===== src/rtl/sr_flag_arbiter.sv =====
// sr_flag_arbiter
// Round-robin arbiter that shares a bank of SR flip-flops between several
// requesters. Each granted command becomes one single-cycle, one-hot set or
// clear pulse. A mandatory RECOVER cycle after every pulse guarantees the
// flop bank sees an idle input between consecutive commands.

module sr_flag_arbiter #(
    parameter int NREQ  = 4,
    parameter int NFLAG = 8,
    parameter int AW    = 3
) (
    input  logic                 clk,
    input  logic                 reset,
    input  logic [NREQ-1:0]      req,
    input  logic [NREQ-1:0]      op,
    input  logic [NREQ*AW-1:0]   addr,
    output logic [NREQ-1:0]      gnt,
    output logic [NFLAG-1:0]     s,
    output logic [NFLAG-1:0]     r,
    output logic                 busy,
    output logic                 err
);

    // Width of the round-robin pointer and of a requester index.
    localparam int PW = (NREQ > 1) ? $clog2(NREQ) : 1;

    typedef enum logic [1:0] {
        IDLE,
        ISSUE,
        RECOVER
    } state_t;

    state_t          state;
    logic [PW-1:0]   ptr;
    logic [PW-1:0]   cur_idx;
    logic [PW-1:0]   ptr_next;

    logic            win_found;
    logic [PW-1:0]   win_idx;
    logic            win_op;
    logic [AW-1:0]   win_addr;

    logic [NREQ-1:0]  nxt_gnt;
    logic [NFLAG-1:0] nxt_s;
    logic [NFLAG-1:0] nxt_r;
    logic             nxt_err;

    // Round-robin search: the first active request at or after ptr, wrapping at NREQ.
    always_comb begin
        logic [PW:0]   cand_w;
        logic [PW-1:0] cand;
        win_found = 1'b0;
        win_idx   = '0;
        cand_w    = '0;
        cand      = '0;
        for (int k = 0; k < NREQ; k++) begin
            cand_w = {1'b0, ptr} + (PW+1)'(k);
            if (cand_w >= (PW+1)'(NREQ)) begin
                cand_w = cand_w - (PW+1)'(NREQ);
            end
            cand = cand_w[PW-1:0];
            if (!win_found && req[cand]) begin
                win_found = 1'b1;
                win_idx   = cand;
            end
        end
    end

    // Fetch the winner's command and turn it into the grant/set/clear/err pulses
    // that will be registered when the ISSUE cycle starts.
    always_comb begin
        win_op   = 1'b0;
        win_addr = '0;
        nxt_gnt  = '0;
        nxt_s    = '0;
        nxt_r    = '0;
        nxt_err  = 1'b0;
        for (int g = 0; g < NREQ; g++) begin
            if (PW'(g) == win_idx) begin
                win_op     = op[g];
                win_addr   = addr[g*AW +: AW];
                nxt_gnt[g] = 1'b1;
            end
        end
        // An address past the end of the bank is still granted, but only
        // raises err; no flop may be touched.
        if (int'(win_addr) >= NFLAG) begin
            nxt_err = 1'b1;
        end else begin
            for (int f = 0; f < NFLAG; f++) begin
                if (int'(win_addr) == f) begin
                    if (win_op) begin
                        nxt_s[f] = 1'b1;
                    end else begin
                        nxt_r[f] = 1'b1;
                    end
                end
            end
        end
    end

    // Pointer value after serving cur_idx: the requester just past it, wrapping.
    always_comb begin
        if (cur_idx == PW'(NREQ-1)) begin
            ptr_next = '0;
        end else begin
            ptr_next = cur_idx + PW'(1);
        end
    end

    // Control FSM with registered outputs; reset clears every pulse at once so
    // an interrupted command never reaches the flops and is not replayed.
    always_ff @(posedge clk or posedge reset) begin
        if (reset) begin
            state   <= IDLE;
            ptr     <= '0;
            cur_idx <= '0;
            gnt     <= '0;
            s       <= '0;
            r       <= '0;
            busy    <= 1'b0;
            err     <= 1'b0;
        end else begin
            case (state)
                IDLE, RECOVER: begin
                    if (win_found) begin
                        state   <= ISSUE;
                        cur_idx <= win_idx;
                        gnt     <= nxt_gnt;
                        s       <= nxt_s;
                        r       <= nxt_r;
                        err     <= nxt_err;
                        busy    <= 1'b1;
                    end else begin
                        state   <= IDLE;
                        gnt     <= '0;
                        s       <= '0;
                        r       <= '0;
                        err     <= 1'b0;
                        busy    <= 1'b0;
                    end
                end
                ISSUE: begin
                    state <= RECOVER;
                    ptr   <= ptr_next;
                    gnt   <= '0;
                    s     <= '0;
                    r     <= '0;
                    err   <= 1'b0;
                    busy  <= 1'b1;
                end
                default: begin
                    state <= IDLE;
                    gnt   <= '0;
                    s     <= '0;
                    r     <= '0;
                    err   <= 1'b0;
                    busy  <= 1'b0;
                end
            endcase
        end
    end

`ifndef SYNTHESIS
    // The flop bank must never see set and clear together, nor two flops touched at once.
    a_no_sr_overlap: assert property (@(posedge clk) disable iff (reset) (s & r) == '0);
    a_onehot_sr:     assert property (@(posedge clk) disable iff (reset) $onehot0(s | r));
    a_onehot_gnt:    assert property (@(posedge clk) disable iff (reset) $onehot0(gnt));
`endif

endmodule


===== config.mk =====
export PLATFORM = sky130hd
export DESIGN_NAME = sr_flag_arbiter
export DESIGN_NICKNAME = d
export VERILOG_FILES = /design/src/rtl/sr_flag_arbiter.sv
export SDC_FILE = /design/constraint.sdc
export NUM_CORES = 1
export LEC_CHECK = 0
export CORE_AREA = 2 2 59 67
export CTS_BUF_LIST = sky130_fd_sc_hd__clkbuf_4 sky130_fd_sc_hd__clkbuf_8 sky130_fd_sc_hd__clkbuf_16
export DETAILED_ROUTE_END_ITERATION = 8
export DIE_AREA = 0 0 61 69
export PLACE_DENSITY_LB_ADDON = 0.05
export SLEW_MARGIN = 20
export SYNTH_ARGS = -nofsm -noshare
export SYNTH_HDL_FRONTEND = slang
export SYNTH_SLANG_ARGS = --single-unit

===== constraint.sdc =====
create_clock -name clk -period 2.15 [get_ports clk]
set_clock_uncertainty 0.05 [all_clocks]
set_input_delay 0.215 -clock clk [delete_from_list [all_inputs] [get_ports clk]]
set_output_delay 0.215 -clock clk [all_outputs]
set_load 0.01 [all_outputs]

==> flow_summary.toml <==
[run_status]
status = "finished clean"

[placement]
pre_cts_slack_ns = -0.256
dpl.hpwl_mm = 2.23
gp_congestion = 0.740
io_buffers = 42

[timing]
hold_violations = 0
finalSetupViolCount = 0
rsz0062_at_grt = "true"
fin_crit_ns = 2.15
report.final.slew_viol_count = 0
setup_ws_ns = 0.000707
post-route-period-util = 1.00
tns_ns = 0
max_freq_ghz = 0.465

[synth]
seq_area_frac_synth = 0.564
synth_ff_type = "dfrtp_1"
synth_top_cell_area_share = 0.564
synthCells = 97
async_reset_ff_frac = 1.00
netlist_area_sq_mm = 0.00120
synth_top_cell_by_area = "dfrtp_1"
synth.top_cells.by_count = "27 x dfrtp_1, 9 x mux2i_1, 9 x nor4_1"
synth_edf_count = 0
yosys-top-cells-area = "dfrtp_1 56%, mux2i_1 7.5%, nor4_1 4.7%"
synth_cell_types = 30
synth-seq-cells = 27
yosys_warnings = 0
syn-num-nets = 120
synth.most_common_cell = "dfrtp_1"
synth_area_per_cell_sq_um = 12.3

[drt]
drt-wirelength-per-cell_microns = 14.8
dr.pass1.iters = 4
drt-initial-drc-count = 29
via_per_inst = 4.76
num_vias = 975
drt_wl_total_mm = 3.02
ant_nets = 0
drc = 0

[flow_run]
drv_cap = 0

[global_routing]
grt_pass1_wl_mm = 4.98
grt_use_total = 0.155
antenna_found_initial = 0
overflow = 0
grt_pass1_vias = 1127
grt_max_degree = 28

[setup_path]
cp_max_fo = 10
crit_path_end_kind = "flip-flop"
critPathKind = "reg -> reg"
arrival_ns = 2.27
worst_setup_path_start_kind = "flip-flop"
crit_start = "ptr[1]"
crit_required_ns = 2.27
reg2reg_from = "ptr[1]"

[floorplan]
ioPinCount = 44
start_util = 0.338
die_w_microns = 61
die_h_microns = 69
core_area_sq_mm = 0.00354
num_rows = 23
dieArea_sq_mm = 0.00421

[clocking]
clkSinkCount = 27
clock_latency_ns = 0.27
cts-buffers-inserted = 3
cts_max_path_buffers = 2
root_buffer = "clkbuf_8"
cts_hold_buf = 0
htreeDepth = 1
clkTransAtPathRegs_ns = 0.09
cts_tree = "done"

[power]
p_int_uw = 1310
power.share.clock = 0.139
switching_share = 0.361
power_density_mw_per_mm2 = 1050
irDropWorstVdd_v = 0.000614
switching_power_uw = 742
combPwrFrac = 0.542
p_leak_uw = 0.000845
power_frac_seq = 0.319

[finish]
drive_above_1_share = 0.277
syn_to_final_growth_pct = 63.8
diodes = 0
final_nets = 179
fillCellCount = 323

[min_path]
min_path_type = "in -> async"
[cell usage in the layout, fill, tap and decap left out, types with 2 or more instances in the layout]
cell type,count
mux2i_4,5
nor4_2,3
a21oi_1,3
clkdlybuf4s50_1,42
nand2b_1,2
nand2_1,5
o21ai_0,2
clkbuf_8,3
mux2i_2,2
nor2_1,6
and4_1,4
nor4_1,5
inv_1,3
inv_2,2
mux2_4,4
mux2i_1,3
buf_4,14
dfrtp_1,27
[power by group through the flow]
stage,Combinational [uW],Clock [uW],Sequential (uW)
after floorplan,482,0,698
after global placement,909,0,665
after detailed placement,934,0,667
after CTS,980,297,657
after global routing,1200,317,669
final,1110,286,656
[worst paths after layout]
kind                              end  slack, ns  depth (start not counted)
min                              s[1]       0.25                          3
min reg2reg                cur_idx[1]       0.45                          2
max reg2reg                      s[3]     0.0007                          7
max in group asynchronous      gnt[1]       1.53                          3
max                              s[3]     0.0007                          7
min in group clk           cur_idx[1]       0.45                          2
[cell families (layout without fill, tap and decap cells)]
family | after synthesis | after routing | synth area share
adders and majority gates | 1 | 1 | 0.0104
buffers and inverters | 8 | 66 | 0.0345
AOI/OAI and AO/OA | 10 | 10 | 0.0711
and+or+nand+nor | 35 | 35 | 0.177
other | 1 | 1 | 0.00313
muxes | 15 | 15 | 0.140
DFF | 27 | 27 | 0.564
[what timing repair did]
action | CTS | global route
setup buffers | 0 | 0
setup endpoints to repair | 9 | 16
pin swaps | 1 | 0
resized for setup | 7 | 16
endpoints found under the hold margin | 0 | 0
[worst max-delay path, cell delays in order, from the launching register on]
cell,delay [ns]
dfrtp_1,0.41
mux2_4,0.32
a221oi_4,0.31
buf_12,0.19
nand2_2,0.06
o22a_2,0.29
buf_4,0.16
nor4_4,0.26
[sequential cells by signal, summed over array words and instances (netlist names)]
name     cells
s            8
ptr          2
r            8
state        2
gnt          4
cur_idx      2
busy         1
[per-layer routing]
metal | GRT usage | up-vias | part of all wire
li1 | - | 473 | -
met4 | 0.0531 | 0 | 0.017
met2 | 0.268 | 28 | 0.53
met5 | 0 | - | 0
met3 | 0.0394 | 9 | 0.050
met1 | 0.178 | 465 | 0.40
[final cells by class]
class / count / area, sq um / share of cell area
Inverter: 5 / 18.8 / 0.00957
Clock buffer: 3 / 41.3 / 0.0210
Multi-Input combinational cell: 62 / 613 / 0.313
Clock inverter: 1 / 5.00 / 0.00255
Sequential cell: 27 / 676 / 0.344
Tap cell: 50 / 62.6 / 0.0319
Timing Repair Buffer: 57 / 546 / 0.278
[stage by stage]
| step | utilization | cells | power [uW] | cell area (sq um) | hold WS [ns] |
|---|---|---|---|---|---|
| 6_report | 0.554 | 205 | 2050 | 1960 | 0.250 |
| 5_1_grt | 0.554 | 205 | 2180 | 1960 | 0.297 |
| 4_1_cts | 0.526 | 205 | 1930 | 1860 | 0.269 |
| 3_5_place_dp | 0.504 | 201 | 1600 | 1780 | 0.432 |
| 3_3_place_gp | 0.504 | 201 | 1570 | 1780 | 0.422 |
| 2_1_floorplan | - | 97 | 1180 | 1200 | 0.218 |
Note: power is estimated with default switching activity, not from simulation.
